`src/rtl/xf100_ram_arb_if.sv`:
```
// Requester-side command/response bundle for the shared data RAM arbiter.
// Latency: none (signal bundle only).
// Backpressure: req_valid/req_ready on the command, rsp_valid/rsp_ready on the response.
//
// Ports (per requester):
//   req_valid/req_ready  command handshake
//   req_wen, req_mask    1 = write; byte enables, bit i covers bits [8i+7:8i]
//   req_addr, req_wdata  word address and write data
//   rsp_valid/rsp_ready  response handshake
//   rsp_rdata, rsp_err   read data (0 for writes/errors); address out of range
interface xf100_ram_arb_if #(
    parameter int AW = 8
);
    logic          req_valid;
    logic          req_ready;
    logic          req_wen;
    logic [3:0]    req_mask;
    logic [AW-1:0] req_addr;
    logic [31:0]   req_wdata;
    logic          rsp_valid;
    logic          rsp_ready;
    logic [31:0]   rsp_rdata;
    logic          rsp_err;

    // Requester side.
    modport master (
        output req_valid, req_wen, req_mask, req_addr, req_wdata, rsp_ready,
        input  req_ready, rsp_valid, rsp_rdata, rsp_err
    );

    // Arbiter side.
    modport slave (
        input  req_valid, req_wen, req_mask, req_addr, req_wdata, rsp_ready,
        output req_ready, rsp_valid, rsp_rdata, rsp_err
    );
endinterface

```
`src/rtl/xf100_ram_arb.sv`:
```
// Round-robin arbiter for the shared single-port byte-masked data RAM (m0 = fetch, m1 = load/store).
// Latency: command to response is 1 cycle; one RAM access per cycle, 1/cycle/requester throughput.
// Backpressure: a requester whose one-entry response buffer is full and not draining is not granted.
//
// Ports: clk, rst (async, active-high); m0/m1 requester bundles (slave side);
//        ram_cs/ram_wen/ram_mask/ram_addr/ram_wdat drive the RAM, ram_rdat is its
//        combinational read data in the same cycle as ram_cs.
module xf100_ram_arb #(
    parameter int AW = 8,
    parameter int DP = 8
) (
    input  logic               clk,
    input  logic               rst,
    xf100_ram_arb_if.slave     m0,
    xf100_ram_arb_if.slave     m1,
    output logic               ram_cs,
    output logic               ram_wen,
    output logic [3:0]         ram_mask,
    output logic [AW-1:0]      ram_addr,
    output logic [31:0]        ram_wdat,
    input  logic [31:0]        ram_rdat
);

    // One extra bit so DP == 2^AW still compares correctly.
    localparam logic [AW:0] DP_W = (AW+1)'(DP);

    logic        last_grant;      // index granted most recently; 1 after reset so m0 wins first tie
    logic        rsp_full0, rsp_full1;
    logic [31:0] rsp_rdata0, rsp_rdata1;
    logic        rsp_err0, rsp_err1;

    logic          elig0, elig1;
    logic          gnt0, gnt1, gnt_any;
    logic          g_wen;
    logic [3:0]    g_mask;
    logic [AW-1:0] g_addr;
    logic [31:0]   g_wdata;
    logic          in_range;
    logic [31:0]   cap_rdata;

    always_comb begin
        // A full response buffer blocks a new grant unless it drains this same cycle.
        // Gating with rst keeps every combinational output low during reset.
        elig0 = ~rst & m0.req_valid & (~rsp_full0 | m0.rsp_ready);
        elig1 = ~rst & m1.req_valid & (~rsp_full1 | m1.rsp_ready);

        gnt0    = elig0 & (~elig1 | last_grant);
        gnt1    = elig1 & (~elig0 | ~last_grant);
        gnt_any = gnt0 | gnt1;

        g_wen   = gnt1 ? m1.req_wen   : m0.req_wen;
        g_mask  = gnt1 ? m1.req_mask  : m0.req_mask;
        g_addr  = gnt1 ? m1.req_addr  : m0.req_addr;
        g_wdata = gnt1 ? m1.req_wdata : m0.req_wdata;

        in_range = {1'b0, g_addr} < DP_W;

        // Out-of-range grants complete with an error but never reach the RAM.
        ram_cs   = gnt_any & in_range;
        ram_wen  = ram_cs ? g_wen   : 1'b0;
        ram_mask = ram_cs ? g_mask  : 4'd0;
        ram_addr = ram_cs ? g_addr  : '0;
        ram_wdat = ram_cs ? g_wdata : 32'd0;

        cap_rdata = (ram_cs & ~g_wen) ? ram_rdat : 32'd0;
    end

    always_ff @(posedge clk or posedge rst) begin
        if (rst) begin
            last_grant <= 1'b1;
        end else if (gnt_any) begin
            last_grant <= gnt1;
        end
    end

    always_ff @(posedge clk or posedge rst) begin
        if (rst) begin
            rsp_full0  <= 1'b0;
            rsp_rdata0 <= 32'd0;
            rsp_err0   <= 1'b0;
        end else if (gnt0) begin
            // A new grant overrides a same-cycle drain, keeping the buffer full.
            rsp_full0  <= 1'b1;
            rsp_rdata0 <= cap_rdata;
            rsp_err0   <= ~in_range;
        end else if (m0.rsp_ready) begin
            rsp_full0  <= 1'b0;
        end
    end

    always_ff @(posedge clk or posedge rst) begin
        if (rst) begin
            rsp_full1  <= 1'b0;
            rsp_rdata1 <= 32'd0;
            rsp_err1   <= 1'b0;
        end else if (gnt1) begin
            rsp_full1  <= 1'b1;
            rsp_rdata1 <= cap_rdata;
            rsp_err1   <= ~in_range;
        end else if (m1.rsp_ready) begin
            rsp_full1  <= 1'b0;
        end
    end

    assign m0.req_ready = gnt0;
    assign m1.req_ready = gnt1;
    assign m0.rsp_valid = rsp_full0;
    assign m1.rsp_valid = rsp_full1;
    assign m0.rsp_rdata = rsp_rdata0;
    assign m1.rsp_rdata = rsp_rdata1;
    assign m0.rsp_err   = rsp_err0;
    assign m1.rsp_err   = rsp_err1;

endmodule
```
`src/flat_wrapper.sv`:
```
// flat-port wrapper written by rule: the top's interface ports become plain ports
module xf100_ram_arb_flat 
#(
    parameter int AW = 8,
    parameter int DP = 8
)
  (clk, rst, ram_cs, ram_wen, ram_mask, ram_addr, ram_wdat, ram_rdat, m0_req_valid, m0_req_wen, m0_req_mask, m0_req_addr, m0_req_wdata, m0_rsp_ready, m0_req_ready, m0_rsp_valid, m0_rsp_rdata, m0_rsp_err, m1_req_valid, m1_req_wen, m1_req_mask, m1_req_addr, m1_req_wdata, m1_rsp_ready, m1_req_ready, m1_rsp_valid, m1_rsp_rdata, m1_rsp_err);
  xf100_ram_arb_if #(.AW(AW)) m0_i ();
  xf100_ram_arb_if #(.AW(AW)) m1_i ();
  input  logic clk;
  input  logic rst;
  output logic ram_cs;
  output logic ram_wen;
  output logic [3:0] ram_mask;
  output logic [AW-1:0] ram_addr;
  output logic [31:0] ram_wdat;
  input  logic [31:0] ram_rdat;
  input wire logic [$bits(m0_i.req_valid)-1:0] m0_req_valid;
  input wire logic [$bits(m0_i.req_wen)-1:0] m0_req_wen;
  input wire logic [$bits(m0_i.req_mask)-1:0] m0_req_mask;
  input wire logic [$bits(m0_i.req_addr)-1:0] m0_req_addr;
  input wire logic [$bits(m0_i.req_wdata)-1:0] m0_req_wdata;
  input wire logic [$bits(m0_i.rsp_ready)-1:0] m0_rsp_ready;
  output wire logic [$bits(m0_i.req_ready)-1:0] m0_req_ready;
  output wire logic [$bits(m0_i.rsp_valid)-1:0] m0_rsp_valid;
  output wire logic [$bits(m0_i.rsp_rdata)-1:0] m0_rsp_rdata;
  output wire logic [$bits(m0_i.rsp_err)-1:0] m0_rsp_err;
  input wire logic [$bits(m1_i.req_valid)-1:0] m1_req_valid;
  input wire logic [$bits(m1_i.req_wen)-1:0] m1_req_wen;
  input wire logic [$bits(m1_i.req_mask)-1:0] m1_req_mask;
  input wire logic [$bits(m1_i.req_addr)-1:0] m1_req_addr;
  input wire logic [$bits(m1_i.req_wdata)-1:0] m1_req_wdata;
  input wire logic [$bits(m1_i.rsp_ready)-1:0] m1_rsp_ready;
  output wire logic [$bits(m1_i.req_ready)-1:0] m1_req_ready;
  output wire logic [$bits(m1_i.rsp_valid)-1:0] m1_rsp_valid;
  output wire logic [$bits(m1_i.rsp_rdata)-1:0] m1_rsp_rdata;
  output wire logic [$bits(m1_i.rsp_err)-1:0] m1_rsp_err;
  assign m0_i.req_valid = m0_req_valid;
  assign m0_i.req_wen = m0_req_wen;
  assign m0_i.req_mask = m0_req_mask;
  assign m0_i.req_addr = m0_req_addr;
  assign m0_i.req_wdata = m0_req_wdata;
  assign m0_i.rsp_ready = m0_rsp_ready;
  assign m0_req_ready = m0_i.req_ready;
  assign m0_rsp_valid = m0_i.rsp_valid;
  assign m0_rsp_rdata = m0_i.rsp_rdata;
  assign m0_rsp_err = m0_i.rsp_err;
  assign m1_i.req_valid = m1_req_valid;
  assign m1_i.req_wen = m1_req_wen;
  assign m1_i.req_mask = m1_req_mask;
  assign m1_i.req_addr = m1_req_addr;
  assign m1_i.req_wdata = m1_req_wdata;
  assign m1_i.rsp_ready = m1_rsp_ready;
  assign m1_req_ready = m1_i.req_ready;
  assign m1_rsp_valid = m1_i.rsp_valid;
  assign m1_rsp_rdata = m1_i.rsp_rdata;
  assign m1_rsp_err = m1_i.rsp_err;
  xf100_ram_arb #(.AW(AW), .DP(DP)) u_core (.clk(clk), .rst(rst), .m0(m0_i), .m1(m1_i), .ram_cs(ram_cs), .ram_wen(ram_wen), .ram_mask(ram_mask), .ram_addr(ram_addr), .ram_wdat(ram_wdat), .ram_rdat(ram_rdat));
endmodule
```
`config.mk`:
```
export PLATFORM = sky130hd
export DESIGN_NAME = xf100_ram_arb_flat
export DESIGN_NICKNAME = d
export VERILOG_FILES = /design/src/rtl/xf100_ram_arb_if.sv /design/src/rtl/xf100_ram_arb.sv /design/src/flat_wrapper.sv
export SDC_FILE = /design/constraint.sdc
export NUM_CORES = 1
export LEC_CHECK = 0
export CORE_MARGIN = 2
export CORE_UTILIZATION = 36
export CTS_CLUSTER_DIAMETER = 120
export DETAILED_ROUTE_END_ITERATION = 10
export GPL_ROUTABILITY_DRIVEN = 0
export GPL_TIMING_DRIVEN = 0
export PLACE_DENSITY_LB_ADDON = 0.1
export SETUP_SLACK_MARGIN = 0.05
export SYNTH_ARGS = -nofsm -noshare
export SYNTH_HDL_FRONTEND = slang
export SYNTH_SLANG_ARGS = --single-unit
```
`constraint.sdc`:
```
create_clock -name clk -period 4.2 [get_ports clk]
set_clock_uncertainty 0.15 [all_clocks]
set_input_delay 0.84 -clock clk [delete_from_list [all_inputs] [get_ports clk]]
set_output_delay 0.84 -clock clk [all_outputs]
set_load 0.03 [all_outputs]
```
Word-level counts from Yosys, hierarchy flattened
Index checks and enable logic that the tools add are counted.
Cells by class
  bitwise gates (word level): 21
  reductions and logical operators: 2
  order comparisons: 1
  multiplexer cells: 13
Operators by type and width (number)
  $mux W32: 3
  $mux W8: 2
  $and A1 B1 Y1: 8
  $lt A8 B4 Y1 const B: 1
  $mux W4: 2
  $not A1 Y1: 8
  $mux W1: 6
  $or A1 B1 Y1: 5
  $reduce_bool A2 Y1: 2
Storage, ports and cells
  word-level logic and storage cells: 44
  output and inout port bits: 116
  flip-flop bits (word level): 69

Longest topological paths before layout
Gate-level depths: netlist of the first run.
  word-level depth: 11
  depth in mapped cells: 7
  mapped depth without buffers: 4

Worst setup path before layout of the first run
Ideal clock, no wire load.
  path type: input to output
  start point: input port rst
  end point: output port ram_wdat[31]
  slack: 95 ps
  data arrival time: 3115 ps
  stages: 6
  cell sequence: buf_2 > inv_2 > o2111ai_2 > buf_6 > mux2i_1 > nor3_1
On the way
  word-level cells in the longest chain between the ends: 10
  elaborated cells on any way between the ends: 17
  those cells by class: 1 x order compare; 3 x mux; 13 x bitwise
Ends and longest elaborated chain
  start: declaration: RTL line flat_wrapper.sv:11  | input logic rst;
  $not A1 Y1 *: RTL line xf100_ram_arb.sv:44, xf100_ram_arb.sv:45
  $and A1 B1 Y1 (2 in a row): RTL line xf100_ram_arb.sv:44  | elig0 = ~rst & m0.req_valid & (~rsp_full0 | m0.rsp_ready);
  $not A1 Y1: RTL line xf100_ram_arb.sv:48  | gnt1 = elig1 & (~elig0 | ~last_grant);
  $or A1 B1 Y1: RTL line xf100_ram_arb.sv:48
  $and A1 B1 Y1: RTL line xf100_ram_arb.sv:48
  $mux W8: RTL line xf100_ram_arb.sv:53  | g_addr = gnt1 ? m1.req_addr : m0.req_addr;
  $lt A8 B4 Y1: RTL line xf100_ram_arb.sv:56  | in_range = {1'b0, g_addr} < DP_W;
  $and A1 B1 Y1: RTL line xf100_ram_arb.sv:59  | ram_cs = gnt_any & in_range;
  $mux W32 *: RTL line xf100_ram_arb.sv:63  | ram_wdat = ram_cs ? g_wdata : 32'd0;
  end: declaration: RTL line flat_wrapper.sv:16  | output logic [31:0] ram_wdat;
Every way passes the cells marked *; elsewhere a longest branch is shown, timed or not.

Worst setup path after layout of the first run
  start point: input port m1_rsp_ready
  end point: output port ram_wdat[16]
On the way
  word-level cells in the longest chain between the ends: 8
  elaborated cells on any way between the ends: 12
  those cells by class: 1 x order compare; 3 x mux; 8 x bitwise
Ends and longest elaborated chain
  start: declaration: RTL line flat_wrapper.sv:33  | input wire logic [$bits(m1_i.rsp_ready)-1:0] m1_rsp_ready;
  $or A1 B1 Y1 *: RTL line xf100_ram_arb.sv:45  | elig1 = ~rst & m1.req_valid & (~rsp_full1 | m1.rsp_ready);
  $and A1 B1 Y1 *: RTL line xf100_ram_arb.sv:45
  parallel branches: the longest is 5 deep, another holds $lt A8 B4 Y1
  $mux W32 *: RTL line xf100_ram_arb.sv:63
Every way passes the cells marked *.

==> impl.org, run 1 <==
** Hold path
- Hold Crit Class :: reg -> reg
- Worst hold start :: u_core.m1.rsp_err

** Detailed routing
- Number of detailed-route iterations in the first pass :: 4
- Vias after detailed routing :: 3,286
- Final wirelength :: 11,800 um
- The count of nets left with antenna violations once routing finished came out at 0.
- Dividing the detail-routed wire length by the instance count gives 17.7 um.
- The first routing iteration left between 100 and 150 violations.
- Via-to-Cell Ratio :: a little under 5
- DRC viols :: 0

** STA
- Setup-failing EPs final :: 0
- Setup repair after global routing could not meet its margin everywhere.
- Relative slew slack :: about 54%
- Final count of hold timing violations :: 0
- Adding up every negative setup slack in the final design gives 0 ns.
- The number of pins exceeding their max-slew limit in the final report is 0.
- Final cycle utilization of the critical path :: around 96%
- Highest clock rate :: roughly 250 MHz
- Hold timing on the final database bottoms out at a slack of 0.346 ns.
- Period minus WS final :: 4.05 ns
- Worst Tran Pin Value :: 0.687 ns

** Synth
- In this run, distinct cell masters in the synthesized netlist total 28.
- The biggest area contributor in the post-synthesis netlist is dfrtp_1.
- The cell count after synthesis came out at 276.
- The cell area that synthesis handed to floorplanning was roughly 3600 um^2.
- Avg Inst Size Synth :: about 13 um^2
- The share of the Yosys chip area taken by registers is about half.
- YS warnings :: 0
- Top cells by area in the synthesized netlist :: dfrtp_1 (48%), a22o_1 (16%), mux2i_1 (11%)
- Synthesis inferred 69 register bits.
- Share of the synthesized area in the top cell type :: 47.9%

** Placed design
- Post-DP HPWL :: 9110 um
- Number of instances in the placed design :: 650
- Placement-stage cell area :: 6110 um^2
- Number of buffer cells added on primary ports :: about 240

** Clock network
- The clock reaches the later pin of the worst-skew pair after approximately 0.34 ns.
- Counting the buffers created by CTS gives 9.
- Once the clock tree was built, the setup fixing pass inserted 0 buffers.
- Clock tree synthesis selected as its root buffer the cell clkbuf_8.
- In this run, post-CTS hold repair placed 0 buffers.
- After clock tree synthesis, the clock-pin slew on the worst setup and hold paths is roughly 0.06 ns.
- The longest clock path from root to sink contains 2 buffers.
- TritonCTS built the clock tree.
- CTS H-tree depth :: 3
- Counting every sink on the clock net gives 69.

** Setup path
- For the worst setup path, the data required time is 3.21 ns.
- Along the worst path, the maximum fanout reaches 10.
- Critical Path Source :: m1_rsp_ready
- Crit end category :: primary output
- Category of cells accounting for the largest share of critical-path delay :: buffers and inverters
- The signal on the critical path passes through clkdlybuf4s50_1 > nand2b_4 > and3b_4 > o32a_4 > buf_6 > nor3_2 > clkdlybuf4s50_1.
- Data on the critical path arrives at its endpoint at approximately 3.1 ns.
- Startpoint types :: primary input
- For flop-to-flop paths, the worst setup slack is 2.22 ns.
- On the worst path, the slowest cell contributes a delay of 0.74 ns.
- Among the stages of the critical path, the cell type that occurs most often is clkdlybuf4s50_1.
- Counting both buffers and inverters, the worst setup path holds a total of 3.
- CP Class :: in -> out
- For this design, the slowest cell found on the critical path is clkdlybuf4s50_1.
- Reg-to-reg startpoint :: u_core.m0.rsp_valid

** Finish
- Antenna Diode Count :: 0
- The net count of the finished layout is 656.
- Core utilization of the finished layout :: 66.4%
- Non-filler cells in the finished layout :: 666
- The finished cells cover 6430 um^2.
- The area growth from synthesis to layout is 81.1%.
- Leaving out fill and tap cells, the most frequent cells in the layout are clkdlybuf4s50_1 (215), dfrtp_1 (68), a22o_1 (64).
- Leaving out fill and tap cells, the most frequent cell in the layout is clkdlybuf4s50_1.
- Fraction of layout cells with a size suffix above 1 :: 17.4%

** GRT
- GRT Total Usage :: 20.8%
- Global-route wire length before repair :: 17,100 um
- Pin count of the biggest net entering global routing :: 73
- Vias in the first global route :: 3,216
- The number of antenna violations at the first check in global routing was 0.
- For this run the aggregate overflow at the end of global routing stands at 0.

** Pwr
- Power Dens Cells :: 267 nW/um^2
- Peak VDD IR :: 0.000212 V
- Summed over all cells, the static leakage comes to approximately 0.0032 uW.

** Floorplanning
- The initialized floorplan defines 36 standard-cell rows.
- # IOs :: 244
- Placeable core region :: 9680 um^2
- From bottom edge to top edge, the die measures 103 um.
- Die X :: 103 um
- Effective utilization at floorplan :: 36.7%
- The floorplan step defined a die boundary enclosing approximately 11,000 um^2.

** Status
- Outcome :: complete, no violations

** Run
- Max-cap violations in this run came to 0.
cell usage after synthesis:
cell type	number
and3b_4	1
nor3_1	3
clkbuf_1	4
o2111ai_2	1
inv_1	1
nor3_2	40
o32a_4	1
buf_2	9
o21ai_0	1
dfrtp_1	68
nand3_2	1
nor4_4	1
dfstp_2	1
mux2_1	2
conb_1	1
buf_6	10
nor2b_1	1
inv_2	2
o211ai_1	1
nand2b_1	1
or2_1	1
a22o_1	64
nor2_1	3
buf_4	9
mux2i_1	40
nand3_1	1
nand2b_4	1
nand2_1	7
worst register-to-register path: stages, from the launching register on:
cell	delay, ns
dfrtp_1	0.38
nor2b_1	0.22
o2111ai_2	0.22
nor3_2	0.44
buf_2	0.33
a22o_1	0.18
layer usage:
| layer | GRT usage [%] | up-vias | part of all wire, % |
|---|---|---|---|
| met2 | 34.8 | 118 | 51 |
| met5 | 0 | - | 0 |
| li1 | - | 1537 | - |
| met3 | 5.91 | 10 | 6.4 |
| met1 | 27.3 | 1621 | 42 |
| met4 | 3.85 | 0 | 0.83 |
metrics by stage:
| step | power [uW] | setup slack [ns] |
|---|---|---|
| after floorplan | 869 | 0.0954 |
| after global placement | 1050 | -0.755 |
| after detailed placement | 1050 | -0.268 |
| after CTS | 1740 | 0.0384 |
| after global routing | 1790 | 0.0472 |
| final | 1720 | 0.151 |
cell families after synthesis:
family                 synth area share (%)
muxes                                  11.9
other                                 0.106
buffers and inverters                  7.08
DFF                                    48.7
AOI/OAI and AO/OA                      17.2
and+or+nand+nor                        15.0
state kept, by name (all words and copies together), names as in the netlist:
signal               count
u_core.last_grant        1
u_core.m0.rsp_rdata     32
u_core.m1.rsp_err        1
u_core.m1.rsp_valid      1
u_core.m1.rsp_rdata     32
u_core.m0.rsp_err        1
u_core.m0.rsp_valid      1
power by group:
| part | switching [uW] | internal [uW] | leakage [uW] | total (uW) |
|---|---|---|---|---|
| sequential | 10.1 | 680 | 0.000946 | 690 |
| clock | 249 | 428 | 0.000126 | 677 |
| combinational | 163 | 189 | 0.00211 | 352 |
| total | 422 | 1300 | 0.00319 | 1720 |
what timing repair did:
item / in CTS / in global routing
hold endpoints to repair: 0 / 0
setup endpoints to repair: 42 / 26
resized for setup: 4 / 23
path summary, 6_finish.rpt:
path	to	depth (start not counted)
worst min register to register	u_core.m1.rsp_err	1
worst max-delay path	ram_wdat[16]	7
max in group asynchronous	u_core.m1.rsp_rdata[7]	2
min in group asynchronous	u_core.m1.rsp_err	2
worst max register to register	u_core.m1.rsp_rdata[8]	5
worst min-delay path	u_core.m1.rsp_err	1
cell type report:
type                            count  area [um^2]
Sequential cell                    69         1730
Fill cell                         767         3250
Clock buffer                       11          151
Buffer                             32          245
Timing Repair Buffer              237         2420
Clock inverter                      5          106
Tap cell                          133          166
Multi-Input combinational cell    176         1590
Inverter                            3         23.8
Note: power is estimated with default switching activity, not from simulation.
==> inputs of run 2 (changes only) <==
--- a/config.mk
+++ b/config.mk
@@ -7,6 +7,5 @@
 export LEC_CHECK = 0
 export CORE_MARGIN = 2
-export CORE_UTILIZATION = 36
-export CTS_CLUSTER_DIAMETER = 120
+export CORE_UTILIZATION = 39
 export DETAILED_ROUTE_END_ITERATION = 10
 export GPL_ROUTABILITY_DRIVEN = 0
==> constraint.sdc (replaced) <==
create_clock -name clk -period 5.2 [get_ports clk]
set_clock_uncertainty 0.15 [all_clocks]
set_input_delay 1.56 -clock clk [delete_from_list [all_inputs] [get_ports clk]]
set_output_delay 1.56 -clock clk [all_outputs]
set_load 0.03 [all_outputs]
==> impl.org, run 2 (synthesis gave the netlist of run 1 again) <==
** Detailed routing
- Vias after detailed routing :: 3,293 (was 3,286)
- Routed Antenna Nets :: 0 (unchanged)
- DRC viols :: 0 (unchanged)
- Via-to-Cell Ratio :: 5.14 (was 4.93)
- The routed wirelength normalized by instance count is 18.0 um (was 17.7 um).
- Drt initial violations :: 133 (was 132)
- Final wirelength :: 11,500 um (was 11,800 um)
- The first-pass iteration count of the detailed router is 5 (was 4).

** Status
- Outcome: complete, no violations (unchanged).

** Finish
- Leading cell type in the layout, fill and taps excluded :: clkdlybuf4s50_1 (unchanged)
- Non-filler cells in the finished layout :: 641 (was 666)
- Commonest cells after routing, fill and taps aside :: clkdlybuf4s50_1 (194), dfrtp_1 (68), a22o_1 (64) (was clkdlybuf4s50_1 (215), dfrtp_1 (68), a22o_1 (64))
- The number of antenna repair diodes came to 0 (unchanged).
- The layout overhead on the synthesized area was 72.6% (was 81.1%).
- The share of layout cells above drive strength 1 came to 25.3% (was 17.4%).
- The final design instance area without fill came to 6130 um^2 (was 6430 um^2).
- The count of filler cells inserted in the layout came to 699 (was 767).
- Net count of the finished layout :: 656 (unchanged)

** Setup path
- The source of the worst register-to-register timing path is u_core.m0.rsp_valid (unchanged).
- Worst endpoint required time :: 3.49 ns (was 3.21 ns)
- Worst setup slack for register-to-register paths :: 3.25 ns (was 2.22 ns)
- Longest individual stage delay on the worst path :: 0.47 ns (was 0.74 ns)
- The endpoint arrival time on the critical path was 3.38 ns (was 3.06 ns).
- The type of element capturing the critical path was a primary output (unchanged).
- The category of the worst setup path launch point is a primary input (unchanged).
- The worst reg-to-reg path cell count is 5 (unchanged).
- Cell at the slowest stage of the critical path :: dlygate4sd2_1 (was clkdlybuf4s50_1)
- The count of buffering cells on the critical path with inverters included was 2 (was 3).
- The capturing point of the worst reg2reg path was u_core.m1.rsp_rdata[30] (was u_core.m1.rsp_rdata[8]).
- Sequence of cells on the critical path :: clkdlybuf4s50_1 > nand2b_4 > and3b_4 > o32a_4 > nor3_2 > dlygate4sd2_1 (was clkdlybuf4s50_1 > nand2b_4 > and3b_4 > o32a_4 > buf_6 > nor3_2 > clkdlybuf4s50_1)
- The category of the critical setup timing path is in -> out (unchanged).
- The top cell family by delay on the critical path is buffers and inverters (unchanged).
- Critical-path maximum fanout :: 5 (was 10)

** Placed design
- The number of buffer cells added on primary ports was 237 (unchanged).
- The placed cell area was 6080 um^2 (was 6110 um^2).
- The placed cell count came to 625 (was 650).
- The total half-perimeter wirelength after legalization and detailed placement is 9010 um (was 9110 um).

** Clock network
- The worst-case clock buffer depth is 2 (unchanged).
- Clk root buf :: clkbuf_8 (unchanged)
- The maximum level of the CTS H-tree came to 3 (unchanged).
- The buffers inserted during post-CTS setup optimization is 0 (unchanged).
- The sink count of the clock tree came to 69 (unchanged).
- Clock slew seen by the registers of the worst setup and hold paths :: 0.07 ns (was 0.06 ns)
- The TritonCTS clock tree was yes (unchanged).
- CTS Buf Count :: 9 (unchanged)
- Worst-skew pair later-pin latency :: 0.34 ns (about the same)

** STA
- Number of max-slew violations in the final report :: 0 (unchanged)
- Relative slew slack :: 55.2% (was 54.2%)
- Based on the critical path, the design can be clocked at up to 197 MHz.
- Unrepaired setup endpoints after global routing: false (was true).
- The final critical path takes up 97.8% of the cycle.
- The transition at the pin with the smallest max-transition slack was 0.671 ns (was 0.687 ns).
- The total count of hold-check failures in the final report is 0 (unchanged).
- The worst hold-check slack came to 0.345 ns (was 0.346 ns).
- The setup violation total in the final timing report came to 0 (unchanged).
- For the finished layout, the period the worst path requires is 5.09 ns.

** GRT
- The largest net degree at the start of global routing was 73 (unchanged).
- Vias in the first global route :: 3,386 (was 3,216)
- Overflow left after global routing :: 0 (unchanged)
- Initial antenna violation count :: 0 (unchanged)
- Global-route wire length before repair :: 17,900 um (was 17,100 um)
- The overall global routing resource usage was 23.0% (was 20.8%).

** Floorplanning
- Site row count :: 34 (was 36)
- # IOs :: 244 (unchanged)
- The die outline width came to 99.4 um (was 103 um).
- Effective utilization at floorplan :: 40.5% (was 36.7%)
- The placeable core area was 8760 um^2 (was 9680 um^2).
- The die area came to 9880 um^2 (was 10,700 um^2).
- The die span in y came to 99.4 um (was 103 um).

** Hold path
- The end point of the worst hold path is u_core.last_grant (was u_core.m1.rsp_err).
- The worst hold path class is reg -> reg (unchanged).
- The hold-critical path depth was 2 (was 1).
- Worst hold start :: u_core.last_grant (was u_core.m1.rsp_err)

** Pwr
- Leakage power of the design :: 0.00287 uW (was 0.00319 uW)
- Peak VDD IR :: 0.000149 V (was 0.000212 V)
- The power density normalized to cell area was 214 nW/um^2 (was 267 nW/um^2).

** Run
- The count of max-cap constraint violations was 0 (unchanged).
-- run 2: area by class of cell --
type                    count  area (um^2)  share of cell area [%]
plain buffers              32          253                    4.12
clock buffers              10          128                    2.08
clock inverters             6         87.6                    1.43
inverters                   3         18.8                   0.306
multi-input cells         176         1610                    26.3
flip-flops and latches     69         1730                    28.2
well taps                 108          135                    2.20
repair buffers            237         2170                    35.4
-- run 2: power by group --
| part | internal (uW) | switching (uW) |
|---|---|---|
| Clock | 270 | 200 |
| Combinational | 152 | 132 |
| Sequential | 549 | 7.59 |
-- run 2: per-stage QoR --
step	setup TNS (ns)	utilization (%)	total power, uW	setup slack, ns
final	0	69.9	1310	0.113
after global placement	-22.55	69.4	845	-0.618
after CTS	0	72.1	1320	0.00149
after detailed placement	-22.90	69.4	849	-0.666
after floorplan	0	-	703	0.101
after global routing	0	69.9	1370	0.0550
-- run 2: how the worst max path moves through the flow --
| stage | startpoint | to | depth (start not counted) |
|---|---|---|---|
| after global routing | rst | m0_req_ready | 8 |
| after detailed placement | rst | ram_addr[0] | 8 |
| after CTS | m0_req_valid | ram_addr[0] | 8 |
| after floorplan | rst | ram_addr[0] | 7 |
| after global placement | rst | ram_addr[2] | 8 |
| final | m1_rsp_ready | ram_wdat[31] | 6 |
-- run 2: routing by layer --
metal / track usage, % / wire length, um / up-vias
met5: 0 / 0 / -
met4: 7.27 / 259 / 0
met3: 8.36 / 1110 / 16
met2: 40.0 / 5920 / 159
met1: 26.5 / 4240 / 1582
li1: - / - / 1536
-- run 2: repair_timing --
| item | 4_1_cts | 5_1_grt |
|---|---|---|
| pin swaps | 0 | 0 |
| gates resized for setup | 143 | 67 |
| hold buffers | 0 | 0 |
| endpoints found under the setup margin | 43 | 32 |
-- run 2: worst register-to-register path, delay by kind of cell (launching register included) --
kind	cells	cell delay, ns
AND/OR/NAND/NOR	2	0.67
AO/OA/AOI/OAI	2	0.38
flip-flops	1	0.37
buffers and inverters	1	0.32
